File: config.mk
export PLATFORM = sky130hd
export DESIGN_NAME = decoder_pipe_ctrl
export DESIGN_NICKNAME = d
export VERILOG_FILES = /design/src/rtl/decoder_pipe_ctrl.sv
export SDC_FILE = /design/constraint.sdc
export NUM_CORES = 1
export LEC_CHECK = 0
export BUFFER_PORTS_ARGS = -buffer_cell sky130_fd_sc_hd__buf_2
export CORE_MARGIN = 1
export CORE_UTILIZATION = 31
export DETAILED_ROUTE_END_ITERATION = 10
export GPL_TIMING_DRIVEN = 0
export PLACE_DENSITY_LB_ADDON = 0.1
export RECOVER_POWER = 25
export SLEW_MARGIN = 30
export SYNTH_ARGS = -nofsm -noshare
export SYNTH_HDL_FRONTEND = slang
export SYNTH_SLANG_ARGS = --single-unit
File: constraint.sdc
create_clock -name clk_i -period 2.8 [get_ports clk_i]
set_clock_uncertainty 0.2 [all_clocks]
set_input_delay 0 -clock clk_i [delete_from_list [all_inputs] [get_ports clk_i]]
set_output_delay 0 -clock clk_i [all_outputs]
set_load 0.02 [all_outputs]
File: src/rtl/decoder_pipe_ctrl.sv
// decoder_pipe_ctrl
//   ID-stage decoder for the pipelined MIPS core. Decodes the IF/ID
//   instruction, registers the control bundle and register fields into the
//   ID/EX boundary, and generates the pipeline interlocks:
//     - load-use hazard  : one-cycle stall, bubble inserted into EX
//     - multi-cycle mul  : EX held for MUL_LAT cycles, front end stalled
//     - branch flush     : ID instruction killed, mul hold abandoned
//
// Ports
//   clk_i, rst_i               clock (rising edge), async active-low reset
//   instr_i, instr_valid_i     instruction from IF/ID and its valid flag
//   flush_i                    kill the ID instruction this edge
//   stall_o                    hold PC and IF/ID (combinational)
//   mul_busy_o                 multiply still occupying EX
//   ex_*_o                     registered ID/EX contents
module decoder_pipe_ctrl #(
    parameter int ALU_OP_W   = 4,
    parameter int REG_ADDR_W = 5,
    parameter int MUL_LAT    = 3
) (
    input  logic                  clk_i,
    input  logic                  rst_i,
    input  logic [31:0]           instr_i,
    input  logic                  instr_valid_i,
    input  logic                  flush_i,
    output logic                  stall_o,
    output logic                  ex_valid_o,
    output logic                  ex_reg_write_o,
    output logic                  ex_alu_src_o,
    output logic                  ex_reg_dst_o,
    output logic                  ex_branch_o,
    output logic                  ex_shift_o,
    output logic                  ex_se_o,
    output logic                  ex_mem_read_o,
    output logic                  ex_mem_write_o,
    output logic                  ex_mem_to_reg_o,
    output logic [ALU_OP_W-1:0]   ex_alu_op_o,
    output logic [REG_ADDR_W-1:0] ex_rs_o,
    output logic [REG_ADDR_W-1:0] ex_rt_o,
    output logic [REG_ADDR_W-1:0] ex_rd_o,
    output logic                  ex_illegal_o,
    output logic                  mul_busy_o
);

    // Counter only has to hold MUL_LAT-1.
    localparam int CNT_W = (MUL_LAT > 1) ? $clog2(MUL_LAT) : 1;

    localparam logic [5:0] OP_RTYPE = 6'b000000;
    localparam logic [5:0] OP_BEQ   = 6'b000100;
    localparam logic [5:0] OP_BNE   = 6'b000101;
    localparam logic [5:0] OP_ADDI  = 6'b001000;
    localparam logic [5:0] OP_SLTIU = 6'b001011;
    localparam logic [5:0] OP_ORI   = 6'b001101;
    localparam logic [5:0] OP_LUI   = 6'b001111;
    localparam logic [5:0] OP_LW    = 6'b100011;
    localparam logic [5:0] OP_SW    = 6'b101011;
    localparam logic [5:0] FN_SRA   = 6'b000011;
    localparam logic [5:0] FN_MUL   = 6'b011000;

    typedef struct packed {
        logic                  valid;
        logic                  illegal;
        logic                  reg_write;
        logic                  alu_src;
        logic                  reg_dst;
        logic                  branch;
        logic                  shift;
        logic                  se;
        logic                  mem_read;
        logic                  mem_write;
        logic                  mem_to_reg;
        logic [ALU_OP_W-1:0]   alu_op;
        logic [REG_ADDR_W-1:0] rs;
        logic [REG_ADDR_W-1:0] rt;
        logic [REG_ADDR_W-1:0] rd;
    } idex_t;

    idex_t             ex_q, ex_d, dec;
    logic [CNT_W-1:0]  mul_cnt_q, mul_cnt_d;
    logic              dec_mul, reads_rs, reads_rt;
    logic              mul_busy, load_use;
    logic [5:0]        op, fn;
    logic [REG_ADDR_W-1:0] id_rs, id_rt, id_rd;

    // shamt is consumed by the EX shifter straight from the instruction word.
    logic unused_shamt;
    assign unused_shamt = ^instr_i[10:6];

    assign op    = instr_i[31:26];
    assign fn    = instr_i[5:0];
    assign id_rs = REG_ADDR_W'(instr_i[25:21]);
    assign id_rt = REG_ADDR_W'(instr_i[20:16]);
    assign id_rd = REG_ADDR_W'(instr_i[15:11]);

    // ---------------------------------------------------------------- decode
    always_comb begin
        dec      = '0;
        dec_mul  = 1'b0;
        reads_rs = 1'b0;
        reads_rt = 1'b0;
        dec.valid = 1'b1;
        case (op)
            OP_RTYPE: begin
                dec.alu_op    = ALU_OP_W'(4'b0010);
                dec.reg_dst   = 1'b1;
                dec.reg_write = 1'b1;
                dec.shift     = (fn == FN_SRA);
                reads_rs      = 1'b1;
                reads_rt      = 1'b1;
                if (fn == FN_MUL) begin
                    dec.alu_op = ALU_OP_W'(4'b1000);
                    dec_mul    = 1'b1;
                end
            end
            OP_BEQ, OP_BNE: begin
                dec.alu_op = (op == OP_BEQ) ? ALU_OP_W'(4'b0001) : ALU_OP_W'(4'b0101);
                dec.branch = 1'b1;
                dec.se     = 1'b1;
                reads_rs   = 1'b1;
                reads_rt   = 1'b1;
            end
            OP_ADDI, OP_SLTIU, OP_ORI: begin
                dec.alu_src   = 1'b1;
                dec.reg_write = 1'b1;
                dec.se        = (op == OP_ADDI);
                dec.alu_op    = (op == OP_ADDI)  ? ALU_OP_W'(4'b0000) :
                                (op == OP_SLTIU) ? ALU_OP_W'(4'b0110) :
                                                   ALU_OP_W'(4'b0100);
                reads_rs      = 1'b1;
            end
            OP_LUI: begin
                // lui takes no register source, so it never load-use stalls.
                dec.alu_op    = ALU_OP_W'(4'b0011);
                dec.alu_src   = 1'b1;
                dec.reg_write = 1'b1;
                dec.se        = 1'b1;
            end
            OP_LW: begin
                dec.alu_src    = 1'b1;
                dec.se         = 1'b1;
                dec.mem_read   = 1'b1;
                dec.mem_to_reg = 1'b1;
                dec.reg_write  = 1'b1;
                reads_rs       = 1'b1;
            end
            OP_SW: begin
                dec.alu_src   = 1'b1;
                dec.se        = 1'b1;
                dec.mem_write = 1'b1;
                reads_rs      = 1'b1;
                reads_rt      = 1'b1;
            end
            default: begin
                // Undecodable: travel as a bubble tagged illegal.
                dec.valid   = 1'b0;
                dec.illegal = 1'b1;
            end
        endcase
        if (dec.valid) begin
            dec.rs = id_rs;
            dec.rt = id_rt;
            dec.rd = id_rd;
        end
    end

    // --------------------------------------------------------------- hazards
    assign mul_busy = (mul_cnt_q != '0);

    assign load_use = instr_valid_i && ex_q.valid && ex_q.mem_read && (ex_q.rt != '0) &&
                      ((reads_rs && (id_rs == ex_q.rt)) || (reads_rt && (id_rt == ex_q.rt)));

    // A flush overrides every stall reason in its cycle.
    assign stall_o    = !flush_i && (mul_busy || load_use);
    assign mul_busy_o = mul_busy;

    // ------------------------------------------------------------ next state
    always_comb begin
        ex_d      = ex_q;
        mul_cnt_d = mul_cnt_q;
        if (flush_i) begin
            ex_d      = '0;
            mul_cnt_d = '0;
        end else if (mul_busy) begin
            mul_cnt_d = mul_cnt_q - CNT_W'(1);
        end else if (!instr_valid_i || load_use) begin
            ex_d = '0;
        end else begin
            ex_d = dec;
            if (dec_mul) mul_cnt_d = CNT_W'(MUL_LAT - 1);
        end
    end

    always_ff @(posedge clk_i or negedge rst_i) begin
        if (!rst_i) begin
            ex_q      <= '0;
            mul_cnt_q <= '0;
        end else begin
            ex_q      <= ex_d;
            mul_cnt_q <= mul_cnt_d;
        end
    end

    assign ex_valid_o      = ex_q.valid;
    assign ex_illegal_o    = ex_q.illegal;
    assign ex_reg_write_o  = ex_q.reg_write;
    assign ex_alu_src_o    = ex_q.alu_src;
    assign ex_reg_dst_o    = ex_q.reg_dst;
    assign ex_branch_o     = ex_q.branch;
    assign ex_shift_o      = ex_q.shift;
    assign ex_se_o         = ex_q.se;
    assign ex_mem_read_o   = ex_q.mem_read;
    assign ex_mem_write_o  = ex_q.mem_write;
    assign ex_mem_to_reg_o = ex_q.mem_to_reg;
    assign ex_alu_op_o     = ex_q.alu_op;
    assign ex_rs_o         = ex_q.rs;
    assign ex_rt_o         = ex_q.rt;
    assign ex_rd_o         = ex_q.rd;

endmodule

==> impl_results.md, run 1 <==
* Min-Delay Path Class: in2reg
* H-Tree Depth at 2
* Worst-margin pin slew at around 0.73 ns
* Antenna diodes at 0
* Cell taking the most area after synthesis: dfrtp_1
* Ys flop type: dfrtp_1
* Crit path max-delay family: simple AND/OR/NAND/NOR gates
* Sequential area share after synthesis at 0.397
* Vias/cell at between 4 and 5
* Synth Register Bits at 31
* DP HPWL at a little under 4000 um
* Internal at approximately 900 uW
* Power after layout at approximately 1.3 mW
* Post-CTS setup repair buffer count at 0
* Top-Level Pins at between 60 and 70
* CORE AREA at ~6000 sq um
* Fillers at 648
* Syn Nets at between 200 and 300
* Num CTS Buffers at 5
* Die Span Y at ~81 um
* CTS Sinks at 31
* Sw Pwr at around 400 uW
* Initial antenna violation count at 0
* WL per Instance at between 10 and 15 um
* Netlist Area Pre-Place at between 1500 and 2000 sq um
* Pwr/cell area at ~470 nW/um^2
* Final ANT Viol Nets at 0
* Global Route Usage Sum at 0.181
* Syn_area_per_cell at between 9 and 10 sq um
* Most numerous cell in the Yosys netlist: nand2_1
* MaxCap Viol Count at 0
* Port Buffer Count at 60
* Setup tns final at 0 ns
* Status: finished clean
* Max stage delay on crit path at around 0.57 ns
* EDFF count, synth at 0
* CP endpoint kind: flip-flop
* WP data required at roughly 2.8 ns
* IR drop worst, VDD at ~0.00024 V
* Logic pwr share at 0.269
* Share of post-route cells with drive strength above 1 at 0.234
* # setup viols final at 0
* Ys Warns at 0
* Mapped Cells at about 210
* Die width at 81.4 um
* Clock share of power at 0.361
* CP Launch Type: flip-flop
* Fmax at around 0.38 GHz
* Period minus WS final at 2.65 ns
* Area Overhead vs Synth at 41.1%
* First-pass GRT wire length at 8980 um
* Sequential cell fraction of total power at 0.369
* WP buf/inv at 1
* DR iter-0 viols at between 40 and 50
* Lkg Pwr at around 1.2 nW
* Slew Limit Fails at 0
* Deepest clock path buffer count at 2
* Pin count of the biggest net entering global routing at 32
* Crit-path max FO at 7
* Final Wtd Congestion at roughly 0.77
* Most frequent cells after synthesis: nand2_1 (32), dfrtp_1 (31), nand3_1 (23), o21ai_0 (13)
* TritonRoute pass-1 iters at 4
* Area share of the largest cell type after synthesis at 0.397
* Global route overflow at 0
* Switching Fraction at 0.310
* Clock transition at the registers of the reported paths at ~0.070 ns
* Worst Path Arrival at about 2.7 ns
* Post-route DRC at 0
* Clk_lat worst skew at between 0.2 and 0.3 ns
* RSZ-0062 raised after global routing: no
* Num rows at 28
* Distinct cells, synth at 50
* CP Class: reg2reg
* Top post-synthesis cells by area: dfrtp_1 (40%), nand2_1 (6.1%), nand3_1 (5.9%)
* Total wire length at 5400 um
* Vias post-DR at 1,909
* Worst-path cell chain: or4_4 -> o21ai_4 -> or4b_4 -> o2111ai_4 -> o21ai_0 -> dlygate4sd3_1
* Die Footprint at between 6000 and 7000 sq um
* Share of flip-flops with an asynchronous set or reset at 1.00
* CTS tree: yes
* Root buf cell: clkbuf_8
* Worst path slowest cell: or4_4
* Starting Density at 0.326
* Period utilization at 0.946
* Vias in the first global route at between 1,500 and 2,000
* Final Hold Viols at 0
* Worst slew margin at 0.514
* Final #Nets at ~350
[worst reg2reg max path: stages, from the launching register on]
cell,delay [ns]
dfrtp_1,0.44
or4_4,0.57
o21ai_4,0.22
or4b_4,0.19
o2111ai_4,0.18
o21ai_0,0.22
dlygate4sd3_1,0.57
[stage by stage]
step / std cells / hold WS (ns) / setup slack [ns] / util / instance area [sq um]
finish: 387 / 0.00692 / 0.151 / 0.460 / 2760
global route: 387 / 0.0404 / 0.00471 / 0.460 / 2760
CTS: 387 / 0.000354 / 0.177 / 0.465 / 2790
detailed placement: 347 / -0.0820 / 0.524 / 0.392 / 2350
global placement: 347 / -0.0898 / 0.558 / 0.392 / 2350
floorplan: 212 / -0.496 / 0.652 / - / 1950
[per-layer routing]
metal / vias to the layer above / wire length [um] / track usage
met2: 43 / 2550 / 0.292
met4: 0 / 65 / 0.0589
met5: - / 0 / 0
met1: 902 / 2560 / 0.239
met3: 8 / 219 / 0.0404
li1: 956 / - / -
[cell type report]
| cell class | count | area (sq um) | share of cell area |
|---|---|---|---|
| Timing Repair Buffer | 92 | 592 | 0.215 |
| Sequential cell | 31 | 776 | 0.281 |
| Clock inverter | 2 | 35.0 | 0.0127 |
| Clock buffer | 6 | 82.6 | 0.0299 |
| Tap cell | 75 | 93.8 | 0.0340 |
| Multi-Input combinational cell | 160 | 1060 | 0.385 |
| Buffer | 16 | 97.6 | 0.0354 |
| Inverter | 5 | 18.8 | 0.00681 |
[path summary, 6_finish.rpt]
check	start	to	slack, ns	cells after the start
max	ex_rt_o[1]	ex_rd_o[2]	0.15	6
min	instr_i[4]	ex_alu_op_o[3]	0.007	4
max reg2reg	ex_rt_o[1]	ex_rd_o[2]	0.15	6
min reg2reg	ex_branch_o	ex_branch_o	0.28	2
max in group asynchronous	rst_i	mul_cnt_q[1]	1.83	2
min in group asynchronous	rst_i	ex_rs_o[2]	0.11	2
[cell families after synthesis]
| logic type | count (synthesis) | share of synthesized area |
|---|---|---|
| xor+xnor | 10 | 0.0448 |
| flops | 31 | 0.397 |
| simple gates | 91 | 0.250 |
| fa+ha+maj | 2 | 0.0128 |
| buf+inv | 21 | 0.0595 |
| compound gates | 55 | 0.225 |
| mux | 2 | 0.0109 |
[flip-flops by register name, indices dropped and copies added, names as in the netlist]
register	cells
ex_illegal_o	1
ex_reg_write_o	1
ex_alu_src_o	1
mul_cnt_q	2
ex_mem_read_o	1
ex_rs_o	5
ex_rd_o	5
ex_shift_o	1
ex_branch_o	1
ex_alu_op_o	4
ex_rt_o	5
ex_mem_write_o	1
ex_valid_o	1
ex_reg_dst_o	1
ex_se_o	1
[layout by cell type (no fill, tap or decap), types with 3 or more instances in the layout]
cell type | netlist | final
clkbuf_8 | 0 | 6
nand3_1 | 23 | 23
o21ai_1 | 3 | 3
clkbuf_1 | 6 | 29
xnor2_1 | 10 | 10
buf_2 | 2 | 39
dlygate4sd3_1 | 0 | 32
dfrtp_1 | 31 | 31
dlygate4sd1_1 | 3 | 3
nor2_1 | 6 | 6
buf_4 | 3 | 3
inv_1 | 5 | 5
nor3_1 | 5 | 5
nor2b_1 | 4 | 4
a22o_1 | 3 | 3
a21oi_1 | 3 | 3
o21ai_0 | 13 | 13
nand2b_1 | 4 | 4
o31ai_1 | 7 | 7
nand2_1 | 32 | 32
o21ai_2 | 10 | 10
[timing repair]
action / in CTS / in global routing
endpoints found under the hold margin: 54 / 0
resized for setup: 0 / 0
hold buffers: 32 / 0
[power by group through the flow]
stage	logic [mW]	clock network (mW)	registers, mW
CTS	0.353	0.482	0.475
floorplan	0.196	0	0.492
detailed placement	0.317	0	0.483
global route	0.386	0.505	0.476
finish	0.346	0.464	0.475
global placement	0.318	0	0.483
Power figures use the tool's default switching activity.
==> run 2: changes to the inputs <==
--- a/config.mk
+++ b/config.mk
@@ -6,8 +6,10 @@
 export NUM_CORES = 1
 export LEC_CHECK = 0
 export BUFFER_PORTS_ARGS = -buffer_cell sky130_fd_sc_hd__buf_2
+export CAP_MARGIN = 10
 export CORE_MARGIN = 1
 export CORE_UTILIZATION = 31
+export CTS_BUF_LIST = sky130_fd_sc_hd__clkbuf_4
 export DETAILED_ROUTE_END_ITERATION = 10
 export GPL_TIMING_DRIVEN = 0
 export PLACE_DENSITY_LB_ADDON = 0.1
==> impl_results.md, run 2 (synthesis results as in run 1) <==
* Setup slack, reg-to-reg at 0.14 ns (about the same)
* Antenna diodes at 0 (unchanged)
* First-pass GRT wire length at 9170 um (+2.2%)
* Post-Place Setup Slack at 0.524 ns (unchanged)
* Clk_lat worst skew at 0.34 ns (+0.05 ns)
* CP endpoint kind: flip-flop
* Worst path most repeated cell: dlygate4sd3_1
* Pwr/cell area at 420 nW/um^2 (-9.7%)
* CORE AREA at 5990 sq um (unchanged)
* Num rows at 28 (unchanged)
* Die width at 81.4 um (unchanged)
* Status: complete, but fails checks
* Worst-path cell chain: dlygate4sd3_1 -> buf_2 -> buf_4 -> nor2_2 -> and3b_2 -> nand3_1 -> dlygate4sd3_1 -> o31ai_4 -> o2bb2ai_1 -> dlygate4sd3_1
* WL per Instance at 14.0 um (+0.70%)
* Die Span Y at 81.4 um (unchanged)
* Final worst slack at 0.0802 ns (-0.0706 ns)
* DP HPWL at 3850 um (unchanged)
* Final ANT Viol Nets at 0 (unchanged)
* CP Launch Type: primary input
* Starting Density at 0.326 (unchanged)
* Die Footprint at 6630 sq um (unchanged)
* Global Route Usage Sum at 0.183 (+0.00189)
* Vias/cell at 4.97 (+0.84%)
* Crit-path max FO at 10 (+3)
* CP Class: in2reg
* CTS tree: yes
* Num CTS Buffers at 5 (unchanged)
* MaxCap Viol Count at 1 (+1)
* Slew Limit Fails at 32 (+32)
* CTS Sinks at 31 (unchanged)
* R2R Path Start: ex_mem_read_o
* Setup tns final at 0 ns (unchanged)
* Worst-margin pin slew at 1.74 ns (+1.02 ns)
* TritonRoute pass-1 iters at 5 (+1)
* Initial antenna violation count at 0 (unchanged)
* Worst slew margin at -0.163 (-0.677)
* DR iter-0 viols at 78 (+63%)
* Worst Path Arrival at 2.80 ns (+0.12 ns)
* Max stage delay on crit path at 0.62 ns (+0.05 ns)
* Cell total after placement at 347 (unchanged)
* Deepest clock path buffer count at 2 (unchanged)
* Global route overflow at 0 (unchanged)
* Met3 Track Usage GR at 0.0404 (unchanged)
* Share of post-route cells with drive strength above 1 at 0.303 (+0.0689)
* Placed Area at 2350 sq um (unchanged)
* Most frequent cells in the layout: buf_2 (61), dlygate4sd3_1 (38), nand2_1 (32)
* Final Wtd Congestion at 0.766 (unchanged)
* Area Overhead vs Synth at 43.9%
* Top-Level Pins at 68 (unchanged)
* R2R cell count at 6 (unchanged)
* Violations in the final reports: max-capacitance violations, max-slew violations
* WHS Endpoint: ex_mem_read_o
* Root buf cell: clkbuf_4
* Worst path slowest cell: dlygate4sd3_1
* Post-route design area at 2810 sq um (+2.0%)
* Lkg Pwr at 1.30 nW (+8.5%)
* Final Hold Viols at 0 (unchanged)
* Hold path cells at 4 (unchanged)
* Finished Layout Cells at 392 (+1.3%)
* Port Buffer Count at 60 (unchanged)
* WP data required at 2.88 ns (+0.05 ns)
* RSZ-0062 raised after global routing: no
* Pin count of the biggest net entering global routing at 32 (unchanged)
* Total wire length at 5510 um (+2.0%)
* Reg2reg end: mul_cnt_q[1]
* IR drop worst, VDD at 0.000231 V (-5.5%)
* Vias post-DR at 1,950 (+2.1%)
* Most common cell after layout, fill and taps aside: buf_2
* Clock transition at the registers of the reported paths at 0.10 ns (+0.03 ns)
* Met2 track demand over resource at 0.300 (+0.00833)
* Hold wc startpoint: instr_i[26]
* Min-Delay Path Class: in2reg
* Met1 GRT Util at 0.242 (+0.00275)
* Period minus WS final at 2.72 ns (+0.0706 ns)
* Period utilization at 0.971 (+0.0252)
* H-Tree Depth at 2 (unchanged)
* Post-route DRC at 0 (unchanged)
* # setup viols final at 0 (unchanged)
* Fmax at 0.368 GHz (-2.6%)
* Final #Nets at 354 (+1.4%)
* GRT Max-Usage Layer: met2
* Vias in the first global route at 1,887 (+2.6%)
[run 2: cell count changes in the layout (fill, tap and decap cells not counted), moves of 5 or more]
cell / delta
clkbuf_1: -23
dlygate4sd3_1: +6
buf_2: +22
clkbuf_8: -6
clkbuf_4: +5
[run 2: worst max-delay path by stage]
stage	start	end	slack (ns)	depth (start not counted)
after floorplan	ex_rt_o[1]	ex_rd_o[4]	0.65	6
after global placement	ex_rt_o[1]	ex_se_o	0.56	5
after detailed placement	ex_rt_o[0]	ex_reg_write_o	0.52	5
after CTS	instr_i[31]	mul_cnt_q[1]	0.02	10
after global routing	ex_rt_o[1]	ex_rd_o[1]	0.0001	6
final	instr_i[31]	mul_cnt_q[1]	0.08	10
[run 2: routing by layer]
layer | up-vias | share of wire
met5 | - | 0
met4 | 0 | 0.011
met1 | 920 | 0.48
met2 | 54 | 0.47
met3 | 7 | 0.044
li1 | 969 | -
[run 2: layout make-up]
type / instances / area [sq um]
clock buffers: 5 / 37.5
repair buffers: 98 / 679
flip-flops and latches: 31 / 776
well taps: 75 / 93.8
clock inverters: 3 / 38.8
multi-input cells: 160 / 1070
fillers: 638 / 3180
plain buffers: 15 / 93.8
inverters: 5 / 18.8
[run 2: power breakdown]
group	switching, mW	internal (mW)
sequential	0.0113	0.463
combinational	0.212	0.144
clock	0.168	0.184
total	0.392	0.791
[run 2: critical path, delay by kind of cell]
kind | cells | cell delay, ns
AOI/OAI and AO/OA | 2 | 0.36
buffers and inverters | 5 | 2.03
and+or+nand+nor | 3 | 0.42
[run 2: repair_timing]
action	4_1_cts	5_1_grt
endpoints found under the setup margin	0	2
gates resized for setup	0	3
endpoints found under the hold margin	58	0
setup buffers	0	0
hold buffers	38	0
[run 2: per-stage QoR]
stage,util,hold WS (ns),total power [mW]
final,0.470,0.0326,1.18
after global routing,0.470,0.0376,1.26
after CTS,0.468,0.0291,1.20
after detailed placement,0.392,-0.0820,0.799
after global placement,0.392,-0.0898,0.801
after floorplan,-,-0.496,0.689
